### config.mk
export PLATFORM = sky130hd
export DESIGN_NAME = mmio_port_responder
export DESIGN_NICKNAME = d
export VERILOG_FILES = /design/src/rtl/mmio_port_responder.sv
export SDC_FILE = /design/constraint.sdc
export NUM_CORES = 1
export LEC_CHECK = 0
export ABC_AREA = 1
export CELL_PAD_IN_SITES_DETAIL_PLACEMENT = 1
export CELL_PAD_IN_SITES_GLOBAL_PLACEMENT = 1
export CORE_ASPECT_RATIO = 0.8
export CORE_UTILIZATION = 30
export DETAILED_ROUTE_END_ITERATION = 10
export DONT_BUFFER_PORTS = 1
export PLACE_DENSITY = 0.54
export SLEW_MARGIN = 15
export SYNTH_ARGS = -nofsm -noshare
export SYNTH_HDL_FRONTEND = slang
export SYNTH_SLANG_ARGS = --single-unit
export TNS_END_PERCENT = 50
### constraint.sdc
create_clock -name clk -period 4.8 [get_ports clk]
set_input_delay 0.48 -clock clk [delete_from_list [all_inputs] [get_ports clk]]
set_output_delay 0.48 -clock clk [all_outputs]
set_load 0.05 [all_outputs]
### src/rtl/mmio_port_responder.sv
`default_nettype none
// ============================================================================
//  Module   : mmio_port_responder
//  Purpose  : Memory-mapped I/O port for a simple processor data bus. Stores
//             to OUT_DATA are queued in an output FIFO drained by a
//             valid/ready consumer. An 8-bit asynchronous input port is
//             synchronised and monitored for changes. Status and input data
//             are returned combinationally on loads.
//  Revision : 1.0 - initial release
// ----------------------------------------------------------------------------
//  Ports
//    clk           in   1   rising-edge clock
//    reset         in   1   asynchronous active-low reset
//    Address       in  32   processor data address
//    WriteData     in  32   processor store data
//    MemWrite      in   1   store strobe
//    MemRead       in   1   load strobe
//    ReadData      out 32   load response (0 unless a readable hit)
//    Hit           out  1   address falls on one of the three registers
//    PortIn        in   8   asynchronous external input pins
//    PortOut       out 32   FIFO head word (0 when empty)
//    PortOutValid  out  1   FIFO non-empty
//    PortOutReady  in   1   consumer accepts the head word
//
//  Register map (offsets from BASE_ADDR)
//    0x0 OUT_DATA  W  push WriteData into the FIFO
//    0x4 STATUS    R  {23'b0, count[4:0], overflow, full, empty, in_changed}
//                     a read clears overflow
//    0x8 IN_DATA   R  {24'b0, in_sync}; a read clears in_changed
// ============================================================================
module mmio_port_responder #(
  parameter logic [31:0] BASE_ADDR  = 32'h1001_0000,
  parameter int          FIFO_DEPTH = 4
) (
  input  logic        clk,
  input  logic        reset,
  input  logic [31:0] Address,
  input  logic [31:0] WriteData,
  input  logic        MemWrite,
  input  logic        MemRead,
  output logic [31:0] ReadData,
  output logic        Hit,
  input  logic [7:0]  PortIn,
  output logic [31:0] PortOut,
  output logic        PortOutValid,
  input  logic        PortOutReady
);

  localparam int PTR_W = $clog2(FIFO_DEPTH);
  localparam int CNT_W = $clog2(FIFO_DEPTH) + 1;

  localparam logic [31:0]      c_ADDR_OUT  = BASE_ADDR;
  localparam logic [31:0]      c_ADDR_STAT = BASE_ADDR + 32'd4;
  localparam logic [31:0]      c_ADDR_IN   = BASE_ADDR + 32'd8;
  localparam logic [CNT_W-1:0] c_DEPTH     = CNT_W'(FIFO_DEPTH);
  localparam logic [PTR_W-1:0] c_PTR_ONE   = PTR_W'(1);
  localparam logic [CNT_W-1:0] c_CNT_ONE   = CNT_W'(1);

  // --------------------------------------------------------------------------
  // State
  // --------------------------------------------------------------------------
  logic [31:0]      r_mem [FIFO_DEPTH];
  logic [PTR_W-1:0] r_wr_ptr;
  logic [PTR_W-1:0] r_rd_ptr;
  logic [CNT_W-1:0] r_count;
  logic             r_overflow;
  logic [7:0]       r_sync1;
  logic [7:0]       r_sync2;       // in_sync
  logic [7:0]       r_prev;        // in_sync delayed one cycle
  logic             r_in_changed;

  // --------------------------------------------------------------------------
  // Address decode: exact match only, so unaligned addresses never hit
  // --------------------------------------------------------------------------
  logic w_sel_out;
  logic w_sel_stat;
  logic w_sel_in;

  assign w_sel_out  = (Address == c_ADDR_OUT);
  assign w_sel_stat = (Address == c_ADDR_STAT);
  assign w_sel_in   = (Address == c_ADDR_IN);
  assign Hit        = w_sel_out | w_sel_stat | w_sel_in;

  // --------------------------------------------------------------------------
  // FIFO control
  // --------------------------------------------------------------------------
  logic w_empty;
  logic w_full;
  logic w_push_req;
  logic w_pop;
  logic w_push;
  logic w_drop;

  assign w_empty    = (r_count == '0);
  assign w_full     = (r_count == c_DEPTH);
  assign w_push_req = MemWrite & w_sel_out;
  // A pop only happens when a word is already visible, so a push into an
  // empty FIFO is never consumed in the same cycle.
  assign w_pop      = ~w_empty & PortOutReady;
  // At full, a simultaneous pop frees the slot the push lands in.
  assign w_push     = w_push_req & (~w_full | w_pop);
  assign w_drop     = w_push_req & ~w_push;

  assign PortOutValid = ~w_empty;
  assign PortOut      = w_empty ? 32'd0 : r_mem[r_rd_ptr];

  // Storage carries no reset; only pointers and count define its contents.
  always_ff @(posedge clk) begin
    if (w_push) begin
      r_mem[r_wr_ptr] <= WriteData;
    end
  end

  // Depth is a power of two, so pointers wrap naturally at PTR_W bits.
  always_ff @(posedge clk or negedge reset) begin
    if (!reset) begin
      r_wr_ptr <= '0;
      r_rd_ptr <= '0;
      r_count  <= '0;
    end else begin
      if (w_push) begin
        r_wr_ptr <= r_wr_ptr + c_PTR_ONE;
      end
      if (w_pop) begin
        r_rd_ptr <= r_rd_ptr + c_PTR_ONE;
      end
      case ({w_push, w_pop})
        2'b10:   r_count <= r_count + c_CNT_ONE;
        2'b01:   r_count <= r_count - c_CNT_ONE;
        default: r_count <= r_count;
      endcase
    end
  end

  // --------------------------------------------------------------------------
  // Status flags
  // --------------------------------------------------------------------------
  logic w_stat_rd;
  logic w_in_rd;
  logic w_change;

  assign w_stat_rd = MemRead & w_sel_stat;
  assign w_in_rd   = MemRead & w_sel_in;
  assign w_change  = (r_sync2 != r_prev);

  // A new event in the same cycle as the clearing read is kept, so no
  // overflow or input change is ever lost to a racing read.
  always_ff @(posedge clk or negedge reset) begin
    if (!reset) begin
      r_overflow   <= 1'b0;
      r_in_changed <= 1'b0;
    end else begin
      if (w_drop) begin
        r_overflow <= 1'b1;
      end else if (w_stat_rd) begin
        r_overflow <= 1'b0;
      end
      if (w_change) begin
        r_in_changed <= 1'b1;
      end else if (w_in_rd) begin
        r_in_changed <= 1'b0;
      end
    end
  end

  // --------------------------------------------------------------------------
  // Input synchroniser and change-detect history
  // --------------------------------------------------------------------------
  always_ff @(posedge clk or negedge reset) begin
    if (!reset) begin
      r_sync1 <= '0;
      r_sync2 <= '0;
      r_prev  <= '0;
    end else begin
      r_sync1 <= PortIn;
      r_sync2 <= r_sync1;
      r_prev  <= r_sync2;
    end
  end

  // --------------------------------------------------------------------------
  // Load response
  // --------------------------------------------------------------------------
  logic [31:0] w_status;

  assign w_status = {23'd0, 5'(r_count), r_overflow, w_full, w_empty, r_in_changed};

  always_comb begin
    ReadData = 32'd0;
    if (w_stat_rd) begin
      ReadData = w_status;
    end else if (w_in_rd) begin
      ReadData = {24'd0, r_sync2};
    end
  end

endmodule
`default_nettype wire
### Word level (Yosys, flattened, before mapping)

Memory sizes are Yosys's and may differ from the RTL's.
Cells that the tools add are included.

| storage, ports and cells | value |
|---|---|
| bits in registers | 33 |
| word-level logic and storage cells | 46 |
| RAM bits | 128 |
| input bits | 77 |
| output and inout bits | 66 |
| memories | 1 |

Memories:

| memory | words | bits a word | rd ports | clocked after Yosys merged registers in | write ports | line | source |
|---|---|---|---|---|---|---|---|
| r_mem | 4 | 32 | 1 | 0 | 1 | 62 | `logic [31:0] r_mem [FIFO_DEPTH];` |

| operators by class | value |
|---|---|
| reductions and logical operators | 4 |
| eq/ne operators | 7 |
| multiplexer cells | 10 |
| $add $sub $neg | 4 |
| bitwise gates (word level) | 12 |

Operators with widths:

| operator | count |
|---|---|
| $eq 32x29->1 const B | 3 |
| $mux 32 | 1 |
| $mux 8 | 2 |
| $ne 8x8->1 | 1 |
| $and 1x1->1 | 6 |
| $mux 1 | 6 |
| $pmux 3 s2 | 1 |
| $reduce_bool 2->1 | 3 |
| $add 2x1->2 const B | 2 |
| $add 3x1->3 const B | 1 |
| $eq 3x3->1 const B | 1 |
| $logic_not 3->1 | 1 |
| $not 1->1 | 3 |
| $or 1x1->1 | 3 |
| $sub 3x1->3 const B | 1 |
| $eq 2x1->1 const B | 1 |
| $eq 2x2->1 const B | 1 |

### Logic depth before layout (Yosys ltp)

Gate-level depths: netlist (run 1).

| logic depth | value |
|---|---|
| depth in word-level cells | 8 |
| mapped depth | 13 |
| mapped depth without buffers | 13 |

### Worst setup path before layout (run 1)

OpenSTA, ideal clock, no wires.

| path | value |
|---|---|
| path type | input to register |
| from | in Address[15] |
| to | mem r_mem[0][0], enable pin |
| path buffers | 0 |
| cell stages on the path | 7 |
| path slack | 1.882 ns |
| arrival time | 2.497 ns |
| library setup time | 0.421 ns |
| required time | 4.379 ns |
| path through | nor2_1 -> nand2_1 -> nor2_2 -> nand2_1 -> nor2_4 -> nand3_4 -> nor2_1 |

| between the ends | value |
|---|---|
| word-level cells in the longest chain between the ends | 5 |

Ends and longest elaborated chain:

| element | line | source |
|---|---|---|
| from (decl) | 37 | `input logic [31:0] Address,` |
| $eq 32x29->1 | 79 | `assign w_sel_out = (Address == c_ADDR_OUT);` |
| $and 1x1->1 | 96 | `assign w_push_req = MemWrite & w_sel_out;` |
| $and 1x1->1 | 101 | `assign w_push = w_push_req & (~w_full \| w_pop);` |
| $mux 1 | 109 | `if (w_push) begin` |
| $mux 1 (not written as such) | 110 | `r_mem[r_wr_ptr] <= WriteData;` |
| to (decl) | 62 |  |

Every way passes these cells.

### Worst setup path after layout (run 1)

| path | value |
|---|---|
| from | reg r_rd_ptr[1] |
| to | out PortOut[17] |

| between the ends | value |
|---|---|
| word-level cells in the longest chain between the ends | 2 |

Ends and longest elaborated chain:

| element | line | source |
|---|---|---|
| from (decl) | 64 | `logic [PTR_W-1:0] r_rd_ptr;` |
| from (signal assigned) | 125 | `r_rd_ptr <= r_rd_ptr + c_PTR_ONE;` |
| $mem_v2 4x32 | -- |  |
| $mux 32 | 105 | `assign PortOut = w_empty ? 32'd0 : r_mem[r_rd_ptr];` |
| to (decl) | 44 | `output logic [31:0] PortOut,` |

Every way passes these cells.

==> metrics.md, run 1 <==
| Metric | Value |
|---|---|
| Wire length after detailed routing | 15,400 um |
| Max-slew violation total from the final report | 0 |
| Vert. Die Dim | 135 um |
| Required time at the worst-slack endpoint | 4.32 ns |
| Layout cell share with drive strength beyond 1 | 14.4% |
| Mean cell area of the mapped netlist | 11.8 um2 |
| Synth warn | 0 |
| Number of clock buffers inserted by TritonCTS | 17 |
| Number of instances in the synthesized netlist | 563 |
| Initial Utilization | 30.7% |
| Antenna cells | 0 |
| Clock tree root driver cell | clkbuf_16 |
| Result of the run | finished clean |
| Crit. End Element | primary output |
| Hold path cells | 0 |
| Total global routing track utilization | 14.4% |
| Final Hold Violating Endpoints | 0 |
| CTS tree | yes |
| CP cell instances | inv_1 -> buf_4 -> nor2_1 -> o21ai_0 -> a21oi_1 -> buf_4 |
| Largest voltage drop on the vdd net | 0.000358 V |
| WL/cell | 17.0 um |
| H-tree depth | 4 |
| Number of port buffers | 0 |
| Critical setup path kind | flop to primary output |
| Highest-count cells in the layout ignoring fill and taps | nor2_1, edfxtp_1, o21ai_0 |
| Worst hold path type | input pin to flop |
| Achievable clock frequency | 298 MHz |
| Standard cell area after detailed placement | 7140 um2 |
| Total via count in the routed design | 4,082 |
| Power Dens Cells | 648 nW/um2 |
| DRC violations left | 0 |
| Hold Crit Endpoint | r_sync1[4]$_DFF_PN0_ |
| Remaining Overflow, GRT | 0 |
| Gp weighted congestion | 0.721 |
| Detailed-routing iteration count for the pre-antenna-repair pass | 4 |
| Insertion delay to the later sink of the worst-skew pair | 0.42 ns |
| Area of the core region | 21,700 um2 |
| Number of rows in the core area | 48 |
| Cell seen most often among critical-path stages | buf_4 |
| Final critical-path share of the clock period | 69.8% |
| Critical path startpoint | r_rd_ptr[1]$_DFFE_PN0P_ |
| Clock-pin transition on the worst setup and hold timing paths | 0.07 ns |
| Clock Skew | 0.0107 ns |
| GR Util met1 | 16.9% |
| Initial antenna violation count | 0 |
| Launching element type of the critical path | flop |
| Slowest CP cell | dfrtp_2 |
| Area of the mapped netlist | 6650 um2 |
| Commonest non-fill, non-tap cell in the layout | nor2_1 |
| Leakage | 2.74 nW |
| Number of filler instances in the final layout | 2,332 |
| Via density | 4.49 |
| Share of the yosys chip area belonging to registers | 70.2% |
| Delay of the slowest critical-path stage | 0.88 ns |
| Length in cells of the worst reg-to-reg path | 9 |
| Maximum Capacitance Violations | 0 |
| Final-report setup violation count | 0 |
| R2R setup slack | 2.47 ns |
| Number of storage elements in the synthesis netlist | 161 |
| Busiest layer in global routing | met2 |
| Worst slew margin | 20.5% |
| Fraction of met3 tracks used by global routing | 5.32% |
| Sum of net half-perimeters after detailed placement | 9570 um |
| Pin count of the biggest net entering global routing | 67 |
| Worst flop-to-flop path endpoint | r_count[2]$_DFFE_PN0P_ |
| I/O pins | 143 |
| Cell family with most CP delay | buffers and inverters |
| Finished Cell Area | 7750 um2 |
| Transition at the pin with the smallest max-transition slack | 1.19 ns |
| Count of buffering cells on the critical path with inverters included | 3 |
| Largest fanout on the critical path | 33 |
| Horizontal die dimension | 168 um |
| Crit path time final | 3.35 ns |
| RSZ-0062 raised after global routing | no |
| Met2 capacity usage during global routing | 25.0% |
| Number of nets in the final layout | 680 |
| Remaining antenna violation count after routing | 0 |
| First-pass GRT wire length | 24,500 um |
| DRT iter0 DRCs | 168 |
| Number of distinct standard cells referenced by the synthesized netlist | 31 |
| Area of the die | 22,800 um2 |
| Vias in the first global route | 4,433 |
| Post-synthesis to final-layout area growth | 16.5% |
| Sink count of the clock tree | 161 |
| Number of buffers added for setup after CTS | 0 |
| Maximum buffer depth of the clock tree | 2 |
| Data arrival time of the critical path | 2.87 ns |
| Final TNS setup | 0 ns |
| Launch point of the worst reg-to-reg path | r_count[0]$_DFFE_PN0P_ |
| Start point of the worst min-delay path | PortIn[4] |
-- metrics by stage --
step	util [%]	hold slack [ns]	total power, mW	setup WS, ns	instances
2_1_floorplan	-	0.184	3.19	1.88	586
3_3_place_gp	32.8	0.185	3.71	1.93	875
3_5_place_dp	32.9	0.185	3.73	1.86	876
4_1_cts	35.7	0.0596	5.10	1.39	910
5_1_grt	35.7	0.0512	5.29	1.13	910
6_report	35.7	0.0813	5.02	1.45	910
-- cell usage after synthesis (all sizes together) --
library cell,number,share of area [%]
a21oi,33,2.5
a31oi,1,0.094
buf,39,4.2
clkbuf,9,0.51
conb,1,0.056
dfrtp,33,12
edfxtp,128,58
fa,1,0.30
ha,5,0.94
inv,20,1.1
nand2,31,1.9
nand3,11,1.0
nand4,3,0.28
nor2,161,9.5
nor3,3,0.40
o211ai,1,0.11
o21ai,72,5.5
or2,1,0.094
xnor2,7,0.92
xor2,3,0.40
-- per-layer routing --
| metal | share of wire [%] | vias up |
|---|---|---|
| met5 | 0 | - |
| met4 | 0.82 | 0 |
| met3 | 6.6 | 12 |
| met2 | 49 | 113 |
| met1 | 44 | 2013 |
| li1 | - | 1944 |
-- layout make-up --
cell class	count	area [um2]	share of cell area [%]
repair buffers	40	335	4.33
clock inverters	14	153	1.97
clock buffers	18	429	5.54
flip-flops and latches	161	4670	60.3
multi-input cells	357	1710	22.0
inverters	20	75.1	0.969
well taps	300	375	4.84
-- how the worst max path moves through the flow --
| stage | end | slack, ns | cells after the start |
|---|---|---|---|
| 5_1_grt | PortOut[17] | 1.13 | 6 |
| 6_report | PortOut[17] | 1.45 | 6 |
| 4_1_cts | PortOut[17] | 1.39 | 6 |
| 3_3_place_gp | PortOut[17] | 1.93 | 6 |
| 3_5_place_dp | PortOut[17] | 1.86 | 6 |
| 2_1_floorplan | r_mem[0][0]$_DFFE_PP_ | 1.88 | 7 |
-- registers in the layout, indices dropped and copies added, names as in the netlist --
| name | cells |
|---|---|
| r_sync2 | 8 |
| r_sync1 | 8 |
| r_rd_ptr | 2 |
| r_overflow | 1 |
| r_in_changed | 1 |
| r_mem | 128 |
| r_count | 3 |
| r_wr_ptr | 2 |
| r_prev | 8 |
-- cells by family (layout without fill, tap and decap cells) --
kind of cell / Yosys count / count (layout) / share of synthesized area (%)
simple gates: 210 / 210 / 13.1
buf+inv: 68 / 92 / 5.87
compound gates: 107 / 107 / 8.16
other cells: 1 / 24 / 0.0564
flops: 161 / 161 / 70.2
fa+ha+maj: 6 / 6 / 1.24
xor+xnor: 10 / 10 / 1.32
-- where the power goes --
part / switching [mW] / internal [mW] / leakage (nW)
clock network: 0.570 / 0.773 / 0.276
logic: 1.50 / 0.549 / 0.926
registers: 0.0859 / 1.54 / 1.54
-- what timing repair did --
item,4_1_cts,5_1_grt
hold endpoints to repair,33,0
hold buffers,2,0
gates resized for setup,0,0
No activity file was read; power rests on OpenSTA's default activity.
==> inputs of run 2 (changes only) <==
==> constraint.sdc (replaced) <==
create_clock -name clk -period 3.29 [get_ports clk]
set_input_delay 0.329 -clock clk [delete_from_list [all_inputs] [get_ports clk]]
set_output_delay 0.329 -clock clk [all_outputs]
set_load 0.05 [all_outputs]
==> metrics.md, run 2 (synthesized netlist as in run 1, its figures left out) <==
| Metric | Value |
|---|---|
| Final Hold Violating Endpoints | 0 (unchanged) |
| Initial Utilization | 30.7% (unchanged) |
| Transition at the pin with the smallest max-transition slack | 0.883 ns (-0.304 ns) |
| Number of nets in the final layout | 731 (+7.5%) |
| Clock-pin transition on the worst setup and hold timing paths | 0.06 ns (about the same) |
| Result of the run | finished clean |
| Sink count of the clock tree | 161 (unchanged) |
| Cell depth of the worst setup path | 6 (unchanged) |
| Total global routing track utilization | 14.7% (+0.27 points) |
| Vias in the first global route | 4,408 (-0.56%) |
| Length in cells of the worst reg-to-reg path | 9 (unchanged) |
| Layout cell share with drive strength beyond 1 | 14.7% (+0.29 points) |
| DRC violations left | 0 (unchanged) |
| WL/cell | 16.6 um (-2.1%) |
| Area of the core region | 21,700 um2 (unchanged) |
| Crit. End Element | primary output |
| Horizontal die dimension | 168 um (unchanged) |
| Worst hold path type | input pin to flop |
| Slowest CP cell | dfrtp_2 |
| DRT iter0 DRCs | 194 (+15%) |
| Leakage | 2.96 nW (+8.0%) |
| Post-route worst hold slack | 0.0590 ns (-0.0224 ns) |
| Worst slew margin | 40.9% (+20 points) |
| Count of placed standard cells in the final layout, fillers left out | 960 (+5.5%) |
| Insertion delay to the later sink of the worst-skew pair | 0.42 ns (about the same) |
| Max-slew violation total from the final report | 0 (unchanged) |
| Final critical-path share of the clock period | 84.7% |
| Place WS | 0.562 ns (-1.30 ns) |
| Cell family with most CP delay | flip-flops |
| Data arrival time of the critical path | 2.46 ns (-0.41 ns) |
| Pin count of the biggest net entering global routing | 67 (unchanged) |
| Hold path cells | 2 (+2) |
| Commonest non-fill, non-tap cell in the layout | nor2_1 |
| Required time at the worst-slack endpoint | 2.96 ns (-1.36 ns) |
| Clock Skew | 0.00953 ns (-0.00120 ns) |
| I/O pins | 143 (unchanged) |
| First-pass GRT wire length | 25,000 um (+2.0%) |
| Post-synthesis to final-layout area growth | 23.8% |
| CP cell instances | clkinvlp_4 -> buf_4 -> nor2_1 -> o21ai_0 -> a21oi_1 -> buf_4 |
| Final TNS setup | 0 ns (unchanged) |
| Flip-flop count of the largest register after layout | 128 (unchanged) |
| Register with the highest flop count | r_mem |
| Number of clock buffers inserted by TritonCTS | 17 (unchanged) |
| H-tree depth | 4 (unchanged) |
| Remaining antenna violation count after routing | 0 (unchanged) |
| Cell seen most often among critical-path stages | buf_4 |
| Final total power | 7.48 mW (+49%) |
| Count of buffering cells on the critical path with inverters included | 3 (unchanged) |
| Initial antenna violation count | 1 (+1) |
| Critical setup path kind | flop to primary output |
| Final-report setup violation count | 0 (unchanged) |
| Largest fanout on the critical path | 33 (unchanged) |
| Vert. Die Dim | 135 um (unchanged) |
| Number of port buffers | 0 (unchanged) |
| Maximum buffer depth of the clock tree | 2 (unchanged) |
| Power Dens Cells | 909 nW/um2 (+40%) |
| Achievable clock frequency | 359 MHz |
| Highest-count cells in the layout ignoring fill and taps | nor2_1, edfxtp_1, o21ai_0 |
| Launching element type of the critical path | flop |
| Via density | 4.43 (-1.2%) |
| Cell count after placement | 885 (+1.0%) |
| Sum of net half-perimeters after detailed placement | 10,600 um (+11%) |
| Area of the die | 22,800 um2 (unchanged) |
| RSZ-0062 raised after global routing | no |
| Remaining Overflow, GRT | 0 (unchanged) |
| Number of rows in the core area | 48 (unchanged) |
| Clock tree root driver cell | clkbuf_16 |
| Delay of the slowest critical-path stage | 0.81 ns (-0.07 ns) |
| Gp weighted congestion | 0.731 (+1.3%) |
| Total via count in the routed design | 4,253 (+4.2%) |
| CTS tree | yes |
| Largest voltage drop on the vdd net | 0.000714 V (+99%) |
| Detailed-routing iteration count for the pre-antenna-repair pass | 4 (unchanged) |
| Wire length after detailed routing | 15,900 um (+3.3%) |
| Worst setup margin | 0.503 ns (-0.945 ns) |
| Crit path time final | 2.79 ns |
| Maximum Capacitance Violations | 0 (unchanged) |
-- run 2: cell types whose count changed in the layout (fill, tap and decap cells not counted), moves of 2 or more --
cell           previous run  this run
inv_6                     5         0
buf_4                    37        49
dlygate4sd3_1             1        41
bufinv_16                 2         4
-- run 2: repair_timing --
item                       4_1_cts  5_1_grt
hold endpoints to repair       169        0
hold buffers                    42        0
setup endpoints to repair        0        4
setup buffers                    0        2
gates resized for setup          0        1
-- run 2: power breakdown --
part	leakage (nW)	switching (mW)	total (mW)	internal, mW
Clock	0.282	0.759	2.02	1.26
Sequential	1.54	0.115	2.36	2.25
Combinational	1.14	2.23	3.10	0.866
Total	2.96	3.11	7.48	4.37
-- run 2: worst register-to-register path: stages, from the launching register on --
cell and delay (ns):
dfrtp_1 0.44, nor3_1 0.31, nand2_1 0.20, nand3_4 0.23, ha_1 0.18, inv_1 0.07
fa_1 0.39, a21oi_1 0.14, o21ai_0 0.11, xor2_1 0.15
-- run 2: layout make-up --
class,instances,area (um2)
Antenna cell,1,2.50
Fill cell,2313,13400
Sequential cell,161,4670
Clock inverter,11,165
Multi-Input combinational cell,357,1710
Inverter,20,78.8
Clock buffer,19,433
Timing Repair Buffer,91,798
Tap cell,300,375
-- run 2: worst paths after layout --
| kind | from | endpoint | slack, ns |
|---|---|---|---|
| max | r_rd_ptr[1]$_DFFE_PN0P_ | PortOut[9] | 0.50 |
| min | MemWrite | r_overflow$_DFFE_PN0P_ | 0.06 |
| max reg2reg | r_count[0]$_DFFE_PN0P_ | r_count[2]$_DFFE_PN0P_ | 0.95 |
| min reg2reg | r_sync1[2]$_DFF_PN0_ | r_sync2[2]$_DFF_PN0_ | 0.35 |
| max in group asynchronous | reset | r_rd_ptr[0]$_DFFE_PN0P_ | 2.73 |
| min in group asynchronous | reset | r_sync2[2]$_DFF_PN0_ | 0.37 |
-- run 2: through the flow --
stage	util (%)	cell area, um2
floorplan	-	6740
global placement	33.1	7180
detailed placement	33.1	7180
CTS	37.9	8210
global route	38.0	8230
finish	38.0	8230
-- run 2: layer usage --
metal / track usage [%] / wire length (um) / vias to the layer above
li1: - / - / 2048
met1: 19.3 / 7510 / 2101
met2: 24.1 / 7660 / 91
met3: 3.86 / 611 / 13
met4: 3.84 / 152 / 0
met5: 0 / 0 / -
